===== src/rtl/rxiod_link_bringup_seq.sv =====
// RX IOD link bring-up sequencer: PLL lock -> clock training -> bit alignment ->
// PRBS qualification, with bounded retries and a sticky FAIL until LINK_EN drops.
module rxiod_link_bringup_seq #(
  parameter int TMR_W         = 16,
  parameter int TRAIN_TIMEOUT = 50000,
  parameter int ALGN_TIMEOUT  = 50000,
  parameter int SETTLE_CYCLES = 256,
  parameter int PRBS_WINDOW   = 4096,
  parameter int ERR_THRESH    = 0,
  parameter int MAX_RETRIES   = 3
) (
  input  logic        SCLK,
  input  logic        RESET,
  input  logic        LINK_EN,
  input  logic        PLL_LOCK,
  input  logic        CLK_TRAIN_DONE,
  input  logic        CLK_TRAIN_ERROR,
  input  logic        BIT_ALGN_DONE,
  input  logic        BIT_ALGN_ERR,
  input  logic        BIT_ALGN_OOR,
  input  logic        PRBS_ERR,
  output logic        RX_CLK_TRAIN_RESTART,
  output logic        BIT_ALGN_RSTRT,
  output logic        BIT_ALGN_HOLD,
  output logic        PRBS_CHK_EN,
  output logic        LINK_UP,
  output logic        LINK_FAIL,
  output logic [1:0]  RETRY_CNT,
  output logic [2:0]  STATE,
  output logic [15:0] PRBS_ERR_CNT
);

  localparam logic [2:0] S_IDLE       = 3'd0;
  localparam logic [2:0] S_WAIT_LOCK  = 3'd1;
  localparam logic [2:0] S_CLK_TRAIN  = 3'd2;
  localparam logic [2:0] S_BIT_ALGN   = 3'd3;
  localparam logic [2:0] S_SETTLE     = 3'd4;
  localparam logic [2:0] S_PRBS_CHECK = 3'd5;
  localparam logic [2:0] S_LINK_UP    = 3'd6;
  localparam logic [2:0] S_FAIL       = 3'd7;

  localparam logic [TMR_W-1:0] TRAIN_LAST  = TMR_W'(TRAIN_TIMEOUT - 1);
  localparam logic [TMR_W-1:0] ALGN_LAST   = TMR_W'(ALGN_TIMEOUT - 1);
  localparam logic [TMR_W-1:0] SETTLE_LAST = TMR_W'(SETTLE_CYCLES - 1);
  localparam logic [TMR_W-1:0] WINDOW_LAST = TMR_W'(PRBS_WINDOW - 1);
  localparam logic [TMR_W-1:0] TMR_MAX     = {TMR_W{1'b1}};
  localparam logic [15:0]      ERR_LIM     = 16'(ERR_THRESH);
  localparam logic [1:0]       RETRY_MAX   = 2'(MAX_RETRIES);

  // Synchronizer bit order: {PLL_LOCK, CLK_TRAIN_DONE, CLK_TRAIN_ERROR}
  logic [2:0]       sync_meta_q, sync_meta_d;
  logic [2:0]       sync_q, sync_d;
  logic [2:0]       state_q, state_d;
  logic [TMR_W-1:0] timer_q, timer_d;
  logic [1:0]       retry_cnt_q, retry_cnt_d;
  logic [15:0]      prbs_cnt_q, prbs_cnt_d;
  logic             restart_q, restart_d;
  logic             rstrt_q, rstrt_d;
  logic             hold_q, hold_d;
  logic             chk_en_q, chk_en_d;
  logic             link_up_q, link_up_d;
  logic             link_fail_q, link_fail_d;

  logic        lock_s, train_done_s, train_err_s;
  logic        retry_req;
  logic [15:0] prbs_cnt_inc;

  assign lock_s       = sync_q[2];
  assign train_done_s = sync_q[1];
  assign train_err_s  = sync_q[0];

  // The window verdict must include the error of its own last cycle.
  assign prbs_cnt_inc = (PRBS_ERR && (prbs_cnt_q != 16'hFFFF)) ? prbs_cnt_q + 16'd1 : prbs_cnt_q;

  always_comb begin
    sync_meta_d = {PLL_LOCK, CLK_TRAIN_DONE, CLK_TRAIN_ERROR};
    sync_d      = sync_meta_q;
    state_d     = state_q;
    retry_req   = 1'b0;

    // Error and timeout win over done, except done on the timeout cycle succeeds.
    case (state_q)
      S_IDLE:      if (LINK_EN) state_d = S_WAIT_LOCK;
      S_WAIT_LOCK: if (lock_s) state_d = S_CLK_TRAIN;
      S_CLK_TRAIN: begin
        if (train_err_s)              retry_req = 1'b1;
        else if (train_done_s)        state_d   = S_BIT_ALGN;
        else if (timer_q == TRAIN_LAST) retry_req = 1'b1;
      end
      S_BIT_ALGN: begin
        if (BIT_ALGN_ERR || BIT_ALGN_OOR) retry_req = 1'b1;
        else if (BIT_ALGN_DONE)           state_d   = S_SETTLE;
        else if (timer_q == ALGN_LAST)    retry_req = 1'b1;
      end
      S_SETTLE:    if (timer_q == SETTLE_LAST) state_d = S_PRBS_CHECK;
      S_PRBS_CHECK: begin
        if (timer_q == WINDOW_LAST) begin
          if (prbs_cnt_inc <= ERR_LIM) state_d   = S_LINK_UP;
          else                         retry_req = 1'b1;
        end
      end
      S_LINK_UP:   if (!lock_s || !train_done_s) retry_req = 1'b1;
      default:     state_d = S_FAIL;
    endcase

    retry_cnt_d = (state_q == S_IDLE) ? 2'd0 : retry_cnt_q;
    if (retry_req) begin
      if (retry_cnt_q < RETRY_MAX) begin
        retry_cnt_d = retry_cnt_q + 2'd1;
        state_d     = S_WAIT_LOCK;
      end else begin
        state_d     = S_FAIL;
      end
    end

    if (!LINK_EN) begin
      state_d     = S_IDLE;
      retry_cnt_d = 2'd0;
    end

    if (!LINK_EN)
      prbs_cnt_d = 16'd0;
    else if ((state_d == S_PRBS_CHECK) && (state_q != S_PRBS_CHECK))
      prbs_cnt_d = 16'd0;
    else if ((state_q == S_PRBS_CHECK) || (state_q == S_LINK_UP))
      prbs_cnt_d = prbs_cnt_inc;
    else
      prbs_cnt_d = prbs_cnt_q;

    if (state_d != state_q)
      timer_d = '0;
    else if (timer_q == TMR_MAX)
      timer_d = timer_q;
    else
      timer_d = timer_q + 1'b1;

    restart_d   = (state_d == S_CLK_TRAIN) && (state_q != S_CLK_TRAIN);
    rstrt_d     = (state_d == S_BIT_ALGN) && (state_q != S_BIT_ALGN);
    hold_d      = (state_d == S_LINK_UP);
    chk_en_d    = (state_d == S_PRBS_CHECK) || (state_d == S_LINK_UP);
    link_up_d   = (state_d == S_LINK_UP);
    link_fail_d = (state_d == S_FAIL);
  end

  always_ff @(posedge SCLK) begin
    if (RESET) begin
      sync_meta_q <= '0;
      sync_q      <= '0;
      state_q     <= S_IDLE;
      timer_q     <= '0;
      retry_cnt_q <= '0;
      prbs_cnt_q  <= '0;
      restart_q   <= 1'b0;
      rstrt_q     <= 1'b0;
      hold_q      <= 1'b0;
      chk_en_q    <= 1'b0;
      link_up_q   <= 1'b0;
      link_fail_q <= 1'b0;
    end else begin
      sync_meta_q <= sync_meta_d;
      sync_q      <= sync_d;
      state_q     <= state_d;
      timer_q     <= timer_d;
      retry_cnt_q <= retry_cnt_d;
      prbs_cnt_q  <= prbs_cnt_d;
      restart_q   <= restart_d;
      rstrt_q     <= rstrt_d;
      hold_q      <= hold_d;
      chk_en_q    <= chk_en_d;
      link_up_q   <= link_up_d;
      link_fail_q <= link_fail_d;
    end
  end

  assign RX_CLK_TRAIN_RESTART = restart_q;
  assign BIT_ALGN_RSTRT       = rstrt_q;
  assign BIT_ALGN_HOLD        = hold_q;
  assign PRBS_CHK_EN          = chk_en_q;
  assign LINK_UP              = link_up_q;
  assign LINK_FAIL            = link_fail_q;
  assign RETRY_CNT            = retry_cnt_q;
  assign STATE                = state_q;
  assign PRBS_ERR_CNT         = prbs_cnt_q;

endmodule


===== config.mk =====
export PLATFORM = sky130hd
export DESIGN_NAME = rxiod_link_bringup_seq
export DESIGN_NICKNAME = d
export VERILOG_FILES = /design/src/rtl/rxiod_link_bringup_seq.sv
export SDC_FILE = /design/constraint.sdc
export NUM_CORES = 1
export LEC_CHECK = 0
export ABC_AREA = 1
export CAP_MARGIN = 20
export CORE_ASPECT_RATIO = 1.5
export CORE_UTILIZATION = 35
export DETAILED_ROUTE_END_ITERATION = 10
export REMOVE_ABC_BUFFERS = 1
export SLEW_MARGIN = 20
export SYNTH_ARGS = -nofsm -noshare
export SYNTH_HDL_FRONTEND = slang
export SYNTH_SLANG_ARGS = --single-unit
export TNS_END_PERCENT = 50

===== constraint.sdc =====
create_clock -name SCLK -period 2.68 [get_ports SCLK]
set_input_delay 0.536 -clock SCLK [delete_from_list [all_inputs] [get_ports SCLK]]
set_output_delay 0.536 -clock SCLK [all_outputs]
set_load 0.05 [all_outputs]

### After elaboration in Yosys (flattened, before gate mapping)

Index checks and enable logic that the tools add are counted.

| storage, ports and cells | value |
|---|---|
| bits of input ports | 10 |
| bits in registers | 48 |
| output and inout bits | 27 |
| logic and storage cells | 76 |

| cells by class | value |
|---|---|
| mux-type cells | 25 |
| $add $sub $neg | 3 |
| reduce and logical (&&, ||, !) cells | 14 |
| bitwise gates (word level) | 1 |
| eq/ne operators | 20 |
| order comparisons | 2 |

Operators by type and width:

| cell | number |
|---|---|
| $mux W3 | 11 |
| $add A16 B1 Y16 const B | 2 |
| $eq A16 B16 Y1 const B | 2 |
| $pmux W3 S7 | 1 |
| $eq A3 B3 Y1 const B | 6 |
| $eq A16 B12 Y1 const B | 1 |
| $eq A16 B8 Y1 const B | 1 |
| $le A16 B1 Y1 const B | 1 |
| $mux W16 | 1 |
| $ne A16 B16 Y1 const B | 1 |
| $eq A3 B2 Y1 const B | 4 |
| $mux W1 | 8 |
| $mux W2 | 3 |
| $ne A3 B2 Y1 const B | 2 |
| $logic_and A1 B1 Y1 | 4 |
| $logic_or A1 B1 Y1 | 4 |
| $pmux W1 S4 | 1 |
| $reduce_or A2 Y1 | 2 |
| $eq A3 B1 Y1 const B | 1 |
| $logic_not A3 Y1 | 1 |
| $ne A3 B3 Y1 | 1 |
| $ne A3 B3 Y1 const B | 1 |
| $reduce_or A3 Y1 | 1 |
| $add A2 B1 Y2 const B | 1 |
| other kinds (3) | 4 |

### Depth between registers and ports, before layout

Gate-level depths: netlist (run 1).

| logic depth | value |
|---|---|
| depth in word-level cells | 12 |
| depth in mapped cells | 23 |
| depth with buffers taken out | 21 |

### Worst setup path after synthesis (run 1)

Ideal clock, no wire load.

| path | value |
|---|---|
| path type | reg2reg |
| start point | register prbs_cnt_q[0], in the netlist PRBS_ERR_CNT[0] |
| end point | register prbs_cnt_q[14], in the netlist PRBS_ERR_CNT[14] |
| period minus slack after synthesis | 2.984 ns |
| slack | -0.304 ns |
| path buffers | 2 |
| library setup time | 0.119 ns |
| data arrival time | 2.865 ns |
| data required time | 2.561 ns |
| stages on the path, launching flop included | 23 |
| path through | dfxtp_1 ha_1 inv_1 nor2_4 nand2_2 nor2_1 nor2_1 buf_6 nand2_1 nand2_1 nor2_1 nand2_1 nor2_2 nand2_2 nand2_2 nand2_2 nand2_4 nand3_4 clkinv_2 nand4_2 nand2_4 buf_6 nor2_2 |

| between the ends | value |
|---|---|
| cells in the longest elaborated chain, start to end | 12 |
| elaborated cells between the ends (all ways) | 16 |
| classes of those cells | add/sub: 1; order compare: 1; eq/ne: 2; mux: 9; reduce/logical: 3 |

RTL lines:

| element | RTL line | RTL |
|---|---|---|
| start: declaration | 56 | `logic [15:0] prbs_cnt_q, prbs_cnt_d;` |
| start signal: assignment | 165 | `prbs_cnt_q <= prbs_cnt_d;` |
| branches (longest 2 deep; another with $add A16 B1 Y16) | n/a |  |
| $mux W16 (*) | 73 | `assign prbs_cnt_inc = (PRBS_ERR && (prbs_cnt_q != 16'hFFFF)) ? prbs_cnt_q + 16'd1 : prbs_cnt_q;` |
| $le A16 B1 Y1 | 98 | `if (prbs_cnt_inc <= ERR_LIM) state_d = S_LINK_UP;` |
| $mux W3 / $mux W1 (equally long branches) | 98 |  |
| $mux W3 / $mux W1 (equally long branches) | 97 | `if (timer_q == WINDOW_LAST) begin` |
| $pmux W3 S7 / $pmux W1 S4 (equally long branches) | 82 | `case (state_q)` |
| $mux W3 | 107 | `if (retry_req) begin` |
| $mux W3 | 116 | `if (!LINK_EN) begin` |
| $eq A3 B3 Y1 | 123 | `else if ((state_d == S_PRBS_CHECK) && (state_q != S_PRBS_CHECK))` |
| $logic_and A1 B1 Y1 | 123 |  |
| $reduce_or A3 Y1 (no line) | n/a |  |

Every way passes the cells marked *.
A chain may end at the register's enable or synchronous reset.

### Final worst setup path (run 1)

| path | value |
|---|---|
| start point | register prbs_cnt_q[0], in the netlist PRBS_ERR_CNT[0] |
| end point | register prbs_cnt_q[13], in the netlist PRBS_ERR_CNT[13] |

Same word-level chain as after synthesis.

==> summary.txt, run 1 <==
Synthesis
  • Post-synth EDFFs: 0
  • Seq/Total Area, Yosys: 31.1%
  • YS warnings: 0
  • Post-synth top area share: 31.1%
  • Leading area contributor after synthesis: dfxtp_1
  • Main synth FF type: dfxtp_1
  • Mapped Area: 3090 um^2
  • Ys async rst share: 0%
  • Cell count after synthesis: 474
  • Ranking of synthesized cells by area: dfxtp_1 31%, nand2_1 16%, nor2_1 7.7%, inv_1 6.8%, nand3_1 5.4%
  • #FFs+latches synth: 48
  • Yosys cell types: 37
  • Avg Inst Size Synth: 6.51 um^2

Global route
  • Gr usage total: 19.4%
  • Grt ovf: 0
  • Vias in the first global route: 3262
  • Initial antenna violation count: 0
  • First-pass GRT wire length: 14.0 mm
  • Largest net degree at the start of global routing: 19

Power
  • Power per cell area: 346 nW/um^2
  • LEAKAGE: 1.79 nW
  • VDD IR max: 464 uV

Route
  • DR vias/cell: 5.00
  • Met3 WL: 327 um
  • 1st-iter DRT viols: 108
  • Met2 Wirelength: 4.60 mm
  • M1 WL: 3.30 mm
  • Post-route DRC violation count: 0
  • DR top layer: met4
  • Final ANT Viol Nets: 0
  • Detailed-route via count: 3355
  • Drt first pass iters: 7
  • WL/cell: 12.9 um
  • Drt total wl: 8.64 mm

Hold path
  • Worst hold stages: 2
  • Hold Path Origin: sync_d[1]
  • Hold Crit Class: reg -> reg
  • WHS Endpoint: sync_q[1]

Die
  • Io pins: 37
  • # rows: 41
  • Die X: 78.7 um
  • Core area: 8460 um^2
  • Die Y: 117 um
  • Total die area: 9200 um^2
  • Initial core utilization: 36.5%

Timing
  • Setup TNS: -0.259 ns
  • Slew Limit Fails: 0
  • Fmax achieved: 369 MHz
  • Fin Hold WS: 0.403 ns
  • Final worst-path cycle share: 101%
  • Clock skew: 0.00515 ns
  • RSZ-0062 raised after global routing: yes
  • Final hold violations: 0
  • Final setup fails: 15
  • Final Worst Setup Slack: -0.0279 ns
  • Slew HR: 43.2%
  • Fin crit period: 2.71 ns
  • Worst-Margin Slew: 0.849 ns

Setup path
  • CP Capture Type: flip-flop
  • Startpoint Class: flip-flop
  • R2r worst-path depth: 17
  • Reg2reg end: PRBS_ERR_CNT[13]
  • Crit-path max FO: 8
  • Slowest stage delay, CP: 0.35 ns
  • Crit path DAT: 2.89 ns
  • Setup Crit Path Kind: reg -> reg
  • CP max-delay cell: dfxtp_2
  • Req. time, crit path: 2.86 ns
  • CP dominant cell by count: nand2_2
  • Worst R2R Start: PRBS_ERR_CNT[0]
  • Reg2reg setup slack: -0.03 ns
  • Critical path, cell by cell: ha_4 > inv_2 > nor2_4 > buf_6 > nand4_1 > nand2_1 > nand2_1 > a21oi_1 > nand2_2 > nor2_4 > nand2_2 > a21oi_4 > nand2_2 > nand3_4 > nand4_4 > nand2_8 > nor2_2

Layout
  • Most frequent cells in the layout: 124 x nand2_1, 57 x nor2_1, 55 x inv_1
  • Most common cell after layout, fill and taps aside: nand2_1
  • Share of cells above drive strength 1: 24.6%
  • Layout Nets: 576
  • Area grow syn2layout: 39.9%
  • Diode count: 0

Clocking
  • H-tree depth: 2
  • CTS tree: built
  • Clk Latency, worst-skew pair: 0.29 ns
  • CTS max path bufs: 2
  • CTS Buf Count: 5
  • Root Buffer Master: clkbuf_16
  • Reg clk slew, reported paths: 0.06 ns
  • Clock sink count: 48
  • CTS Hold Bufs: 0

Job
  • Max-cap violation count: 0

Place
  • RePlAce Congestion: 0.962
  • Post-DP HPWL: 6.34 mm
  • I/O Buffers: 36

Outcome
  • Outcome: finished, violations left
  • Violated checks: negative setup slack
## logic make-up (layout without fill, tap and decap cells)
family / count (synthesis) / count (layout) / share of synthesized area, %
AND/OR/NAND/NOR: 298 / 301 / 46.6
buffers and inverters: 70 / 157 / 9.73
flip-flops: 48 / 48 / 31.1
AO/OA/AOI/OAI: 40 / 40 / 7.02
XOR/XNOR: 14 / 14 / 3.97
adder cells (fa/ha/maj): 3 / 3 / 1.22
multiplexers: 1 / 1 / 0.324
## cells in the mapped netlist, types with 2 or more instances
master and number:
buf_6 4, xor2_1 12, nand3_4 3, nor3_1 15, ha_1 3, nor2_2 14
buf_2 2, nand3_1 33, o21ai_0 23, clkbuf_1 5, nor2_4 2, a21oi_1 11
nor4_1 4, nand2_1 128, nor2_1 63, inv_1 56, nand4_1 10, dfxtp_1 48
xnor2_1 2, nand2_4 3, nand3_2 2, nand2_2 7, nor3_2 10
## layer usage
layer | track usage [%] | vias to the layer above
met5 | 0 | -
met4 | 12.2 | 0
met3 | 3.02 | 27
met2 | 37.2 | 98
met1 | 19.2 | 1530
li1 | - | 1700
## per-stage QoR
step	utilization [%]	total power, mW	setup slack [ns]	cell area (um^2)	std cells
CTS	48.8	1.50	0.00588	4130	667
global placement	45.6	0.848	-0.461	3860	653
floorplan	-	0.798	-0.222	3000	462
detailed placement	45.6	0.850	-0.477	3860	653
global route	51.0	1.55	-0.224	4320	671
finish	51.0	1.49	-0.0279	4320	671
## power by group
part	internal (mW)	leakage (nW)	switching, mW
clock	0.372	0.0701	0.267
sequential	0.722	0.393	0.00499
combinational	0.0502	1.33	0.0777
## final cells by class
cell class,instances,area [um^2]
clock buffer,7,143
clock inverter,1,7.51
fill,848,4150
timing repair buffer,91,776
multi-input combinational,359,2060
inverter,58,223
tap,107,134
sequential,48,971
## how the worst max path moves through the flow
stage | startpoint | to
after floorplan | PRBS_ERR_CNT[0] | PRBS_ERR_CNT[0]
after global placement | PRBS_ERR | PRBS_ERR_CNT[1]
after detailed placement | PRBS_ERR | PRBS_ERR_CNT[5]
final | PRBS_ERR_CNT[0] | PRBS_ERR_CNT[13]
after global routing | PRBS_ERR_CNT[0] | timer_q[3]
after CTS | PRBS_ERR_CNT[0] | PRBS_ERR_CNT[0]
## state kept, by name, summed over array words and instances (netlist names)
| name | count |
|---|---|
| sync_d | 3 |
| RX_CLK_TRAIN_RESTART | 1 |
| STATE | 3 |
| LINK_UP | 1 |
| sync_q | 3 |
| BIT_ALGN_RSTRT | 1 |
| PRBS_ERR_CNT | 16 |
| timer_q | 16 |
| PRBS_CHK_EN | 1 |
| LINK_FAIL | 1 |
| RETRY_CNT | 2 |
## critical path, delay by kind of cell, from the launching register on
family | cells | cell delay, ns
fa+ha+maj | 1 | 0.14
compound gates | 2 | 0.34
simple gates | 12 | 1.59
flops | 1 | 0.35
buf+inv | 2 | 0.16
## repair_timing
action                                  4_1_cts  5_1_grt
resized for setup                            20       33
pin swaps                                     9       18
cloned                                        1        2
endpoints found under the setup margin       34       40
setup buffers                                 5        2
(Power assumes the default switching activity.)
==> inputs of run 2 (changes only) <==
==> constraint.sdc (replaced) <==
create_clock -name SCLK -period 2.9 [get_ports SCLK]
set_input_delay 0.58 -clock SCLK [delete_from_list [all_inputs] [get_ports SCLK]]
set_output_delay 0.58 -clock SCLK [all_outputs]
set_load 0.05 [all_outputs]
==> summary.txt, run 2 (synthesis gave the netlist of run 1 again) <==
Outcome
  • Outcome: completed

Clocking
  • Clock sink count: 48 (unchanged)
  • Clk Latency, worst-skew pair: 0.29 ns (about the same)
  • CTS tree: built
  • CTS Buf Count: 5 (unchanged)
  • Reg clk slew, reported paths: 0.06 ns (about the same)
  • CTS max path bufs: 2 (unchanged)
  • Setup Fix Bufs, Post-CTS: 0 (-5)
  • Root Buffer Master: clkbuf_16
  • H-tree depth: 2 (unchanged)
  • CTS Hold Bufs: 0 (unchanged)

Global route
  • Met3 Resource Use GR: 2.71% (-0.31 points)
  • First-pass GRT wire length: 13.4 mm (-4.0%)
  • Largest net degree at the start of global routing: 19 (unchanged)
  • Initial antenna violation count: 0 (unchanged)
  • Gr usage total: 18.4% (-0.93 points)
  • GR Util met1: 20.6% (+1.4 points)
  • GR peak layer: met2
  • Vias in the first global route: 2981 (-8.6%)
  • Grt ovf: 0 (unchanged)
  • GR Util met2: 33.3% (-3.9 points)

Layout
  • Diode count: 0 (unchanged)
  • Final core utilization: 47.4% (-3.6 points)
  • Share of cells above drive strength 1: 18.5% (-6.2 points)
  • Most common cell after layout, fill and taps aside: nand2_1
  • Non-Filler Instances: 648 (-3.4%)
  • Most frequent cells in the layout: 124 x nand2_1, 59 x nor2_1, 55 x inv_1
  • Area grow syn2layout: 30.0%
  • Layout Nets: 554 (-3.8%)

Power
  • Total chip power: 1.33 mW (-11%)
  • Power per cell area: 331 nW/um^2 (-4.3%)
  • VDD IR max: 365 uV (-21%)
  • LEAKAGE: 1.68 nW (-6.6%)

Die
  • Io pins: 37 (unchanged)
  • Total die area: 9200 um^2 (unchanged)
  • # rows: 41 (unchanged)
  • Initial core utilization: 36.5% (unchanged)
  • Core area: 8460 um^2 (unchanged)
  • Die Y: 117 um (unchanged)
  • Die X: 78.7 um (unchanged)

Timing
  • Final worst-path cycle share: 94.0% (-7.0 points)
  • Worst-Margin Slew: 0.870 ns (+0.0208 ns)
  • Slew Limit Fails: 0 (unchanged)
  • Fin crit period: 2.73 ns (+0.0180 ns)
  • Final hold violations: 0 (unchanged)
  • Slew HR: 41.5% (-1.7 points)
  • Final Worst Setup Slack: 0.174 ns (+0.202 ns)
  • Fmax achieved: 367 MHz (-0.66%)
  • Final setup fails: 0 (-15)
  • Clock skew: 0.00634 ns (+0.00118 ns)

Setup path
  • Req. time, crit path: 3.07 ns (+0.21 ns)
  • Critical path, cell by cell: ha_1 > inv_2 > nor2_4 > nand2_2 > inv_1 > nand2_2 > nand2_1 > buf_4 > nand2_1 > nand2_1 > nor2_1 > nand2_1 > nor2_4 > nand2_2 > nand2_2 > nand2_2 > nand2_4 > nand3_4 > clkinv_2 > nand4_4 > nand2_8 > nor2_1
  • Slowest stage delay, CP: 0.31 ns (-0.04 ns)
  • Reg2reg setup slack: 0.17 ns (+0.20 ns)
  • Crit path DAT: 2.90 ns (about the same)
  • CP Capture Type: flip-flop
  • Setup Crit Path Kind: reg -> reg
  • CP endpoint: PRBS_ERR_CNT[4]
  • Startpoint Class: flip-flop
  • Setup crit start: PRBS_ERR_CNT[0]
  • Reg2reg end: PRBS_ERR_CNT[4]
  • Worst R2R Start: PRBS_ERR_CNT[0]
  • CP dominant cell by count: nand2_2
  • CP max-delay cell: dfxtp_1
  • R2r worst-path depth: 22 (+5)
  • Crit-path max FO: 11 (+3)

Place
  • Worst slack, placed: -0.300 ns (+0.177 ns)
  • I/O Buffers: 36 (unchanged)
  • RePlAce Congestion: 0.925 (-3.8%)
  • Dpl cells: 639 (-2.1%)
  • Post-DP HPWL: 6.16 mm (-2.8%)

Route
  • WL/cell: 12.6 um (-2.2%)
  • Post-route DRC violation count: 0 (unchanged)
  • Drt first pass iters: 4 (-3)
  • Final ANT Viol Nets: 0 (unchanged)
  • Drt total wl: 8.15 mm (-5.6%)
  • DR vias/cell: 4.90 (-2.0%)
  • 1st-iter DRT viols: 109 (+0.93%)
  • Detailed-route via count: 3175 (-5.4%)

Hold path
  • Hold Crit Class: reg -> reg
  • Worst hold stages: 2 (unchanged)

Job
  • Max-cap violation count: 0 (unchanged)
==> run 2: worst min-delay path by stage <==
stage | startpoint | slack, ns | end
after detailed placement | sync_d[2] | 0.40 | sync_q[2]
after floorplan | sync_d[0] | 0.39 | sync_q[0]
after global placement | sync_d[2] | 0.39 | sync_q[2]
final | sync_d[1] | 0.40 | sync_q[1]
after CTS | sync_d[2] | 0.40 | sync_q[2]
after global routing | sync_d[2] | 0.43 | sync_q[2]
==> run 2: cell type report <==
class | instances | area, um^2
timing repair buffer | 70 | 618
tap | 107 | 134
inverter | 58 | 219
fill | 881 | 4450
clock buffer | 6 | 129
multi-input combinational | 358 | 1940
clock inverter | 1 | 5.00
sequential | 48 | 965
==> run 2: timing repair <==
item,4_1_cts,5_1_grt
setup endpoints to repair,7,38
gates cloned,0,2
hold endpoints to repair,0,0
resized for setup,2,23
pin swaps,0,5
==> run 2: worst max-delay path: cells and delay by family (launching register included) <==
kind | cells | cell delay (ns)
flops | 1 | 0.31
simple gates | 17 | 1.65
fa+ha+maj | 1 | 0.22
buf+inv | 4 | 0.42
==> run 2: power by group <==
part / internal [mW] / switching, mW
Sequential: 0.667 / 0.00599
Clock: 0.314 / 0.235
Combinational: 0.0421 / 0.0648
Total: 1.02 / 0.306
==> run 2: routing by layer <==
layer | wire length, um | part of all wire (%)
met1 | 3260 | 40
met2 | 4410 | 54
met3 | 225 | 2.8
met4 | 267 | 3.3
met5 | 0 | 0
==> run 2: stage by stage <==
step                hold slack [ns]  TNS (ns)  area, um^2
global placement              0.390     -9.14        3750
global route                  0.425    -0.196        4010
CTS                           0.405         0        3910
floorplan                     0.388  -0.00939        3000
detailed placement            0.396     -9.33        3750
finish                        0.404         0        4010
==> inputs of run 3 (changes only) <==
==> constraint.sdc (replaced) <==
create_clock -name SCLK -period 2.4 [get_ports SCLK]
set_input_delay 0.48 -clock SCLK [delete_from_list [all_inputs] [get_ports SCLK]]
set_output_delay 0.48 -clock SCLK [all_outputs]
set_load 0.05 [all_outputs]
==> summary.txt, run 3 (synthesis gave the netlist of run 1 again) <==
Power
  • Total chip power: 1.67 mW (+26%)
  • Sw Pwr: 0.395 mW (+29%)
  • Clock group share of total power: 42.8% (+1.5 points)
  • VDD IR max: 362 uV (-0.89%)
  • Power per cell area: 367 nW/um^2 (+11%)
  • Register share of total power: 48.6% (-2.1 points)
  • Int Power: 1.28 mW (+25%)
  • Logic pwr share: 8.6% (+0.6 points)
  • Sw frac: 23.6% (+0.61 points)
  • LEAKAGE: 1.91 nW (+14%)

Clocking
  • Reg clk slew, reported paths: 0.06 ns (about the same)
  • CTS max path bufs: 2 (unchanged)
  • Root Buffer Master: clkbuf_16
  • CTS tree: built
  • Clock sink count: 48 (unchanged)
  • CTS Buf Count: 5 (unchanged)
  • H-tree depth: 2 (unchanged)
  • Clk Latency, worst-skew pair: 0.29 ns (about the same)

Timing
  • Final setup fails: 40 (+40)
  • Slew Limit Fails: 0 (unchanged)
  • Final worst-path cycle share: 107% (+13 points)
  • Slew HR: 39.4% (-2.1 points)
  • Fin crit period: 2.56 ns (-0.165 ns)
  • Final hold violations: 0 (unchanged)
  • RSZ-0062 raised after global routing: yes
  • Clock skew: 0.00490 ns (-0.00144 ns)
  • Worst-Margin Slew: 0.906 ns (+0.0363 ns)
  • Final Worst Setup Slack: -0.161 ns (-0.335 ns)
  • Fmax achieved: 391 MHz (+6.5%)

Die
  • Initial core utilization: 36.5% (unchanged)
  • Io pins: 37 (unchanged)
  • Core area: 8460 um^2 (unchanged)
  • Total die area: 9200 um^2 (unchanged)
  • Die X: 78.7 um (unchanged)
  • # rows: 41 (unchanged)
  • Die Y: 117 um (unchanged)

Route
  • Drt first pass iters: 5 (+1)
  • Post-route DRC violation count: 0 (unchanged)
  • 1st-iter DRT viols: 164 (+50%)
  • DR vias/cell: 4.98 (+1.7%)
  • WL/cell: 13.1 um (+3.9%)
  • Drt total wl: 9.05 mm (+11%)
  • Final ANT Viol Nets: 0 (unchanged)
  • Detailed-route via count: 3449 (+8.6%)

Place
  • Worst slack, placed: -0.744 ns (-0.444 ns)
  • Post-DP HPWL: 6.65 mm (+7.8%)
  • I/O Buffers: 36 (unchanged)
  • RePlAce Congestion: 0.956 (+3.3%)
  • Placed instance area: 4000 um^2 (+6.6%)

Setup path
  • Req. time, crit path: 2.57 ns (-0.50 ns)
  • Crit-path max FO: 8 (-3)
  • Crit path DAT: 2.73 ns (-0.17 ns)
  • Setup Crit Path Kind: reg -> reg
  • Startpoint Class: flip-flop
  • CP Capture Type: flip-flop

Layout
  • Sequential standard cell area: 970 um^2 (+0.52%)
  • Area of the multi-input gates: 2130 um^2 (+9.7%)
  • Share of cells above drive strength 1: 31.1% (+13 points)
  • Most common cell after layout, fill and taps aside: nand2_1
  • Layout Nets: 597 (+7.8%)
  • Design Area, Final: 4550 um^2 (+13%)
  • Diode count: 0 (unchanged)
  • # fillers: 820 (-6.9%)
  • Most frequent cells in the layout: 113 x nand2_1, 73 x buf_4, 53 x inv_1
  • Area grow syn2layout: 47.4%

Outcome
  • Violated checks: negative setup slack
  • Outcome: finished, violations left

Global route
  • Initial antenna violation count: 0 (unchanged)
  • Vias in the first global route: 3395 (+14%)
  • First-pass GRT wire length: 15.2 mm (+13%)
  • Largest net degree at the start of global routing: 19 (unchanged)
  • Gr usage total: 21.0% (+2.5 points)
  • Grt ovf: 0 (unchanged)

Job
  • Max-cap violation count: 0 (unchanged)

Hold path
  • Hold Crit Class: reg -> reg
==> run 3: routing by layer <==
layer  up-vias  global-route usage [%]  share of wire [%]
met3        32                    2.64                2.9
met4         0                    9.51                4.4
li1       1742                       -                  -
met5         -                       0                  0
met2        89                    41.3                 55
met1      1586                    21.8                 38
==> run 3: final timing paths <==
kind | startpoint | to | slack (ns) | cells after the start
worst max-delay path | PRBS_ERR_CNT[0] | PRBS_ERR_CNT[5] | -0.16 | 20
worst min-delay path | sync_d[1] | sync_q[1] | 0.41 | 2
worst max register to register | PRBS_ERR_CNT[0] | PRBS_ERR_CNT[5] | -0.16 | 20
worst min register to register | sync_d[1] | sync_q[1] | 0.41 | 2
==> run 3: final cells by class <==
| class | instances | share of cell area (%) |
|---|---|---|
| timing repair buffer | 112 | 20.7 |
| inverter | 58 | 4.90 |
| clock buffer | 7 | 3.14 |
| tap | 107 | 2.94 |
| clock inverter | 1 | 0.165 |
| sequential | 48 | 21.3 |
| multi-input combinational | 359 | 46.8 |
==> run 3: timing repair <==
item                                    4_1_cts  5_1_grt
resized for setup                            41       42
pin swaps                                    23       23
setup buffers                                 6        2
hold buffers                                  0        0
gates cloned                                  3        1
endpoints found under the setup margin       42       42
==> run 3: critical path: stages, from the launching register on <==
cell and delay, ns:
dfxtp_2 0.35, ha_4 0.14, inv_2 0.04, nor2_4 0.13
buf_6 0.13, nand4_1 0.19, buf_4 0.22, nand3_2 0.07
nand2_2 0.06, nand2_2 0.06, inv_2 0.04, nand2_2 0.07
nor2_4 0.04, nand2_2 0.10, nand2_2 0.08, nand3b_1 0.14
nand3_4 0.10, clkinv_4 0.06, nand4_4 0.18, nand2_8 0.16
nor2_1 0.06
==> run 3: power by group through the flow <==
stage	logic, mW	registers, mW	clock network, mW
floorplan	0.0572	0.834	0
global placement	0.114	0.830	0
detailed placement	0.118	0.831	0
CTS	0.137	0.812	0.735
global route	0.156	0.812	0.763
finish	0.144	0.812	0.715
==> run 3: through the flow <==
stage / TNS (ns) / cells / hold slack, ns / util, %
final: -4.94 / 692 / 0.407 / 53.7
after global routing: -11.76 / 692 / 0.419 / 53.7
after CTS: -6.81 / 689 / 0.410 / 51.9
after detailed placement: -27.37 / 672 / 0.399 / 47.3
after global placement: -24.71 / 672 / 0.391 / 47.3
after floorplan: -17.89 / 462 / 0.388 / -
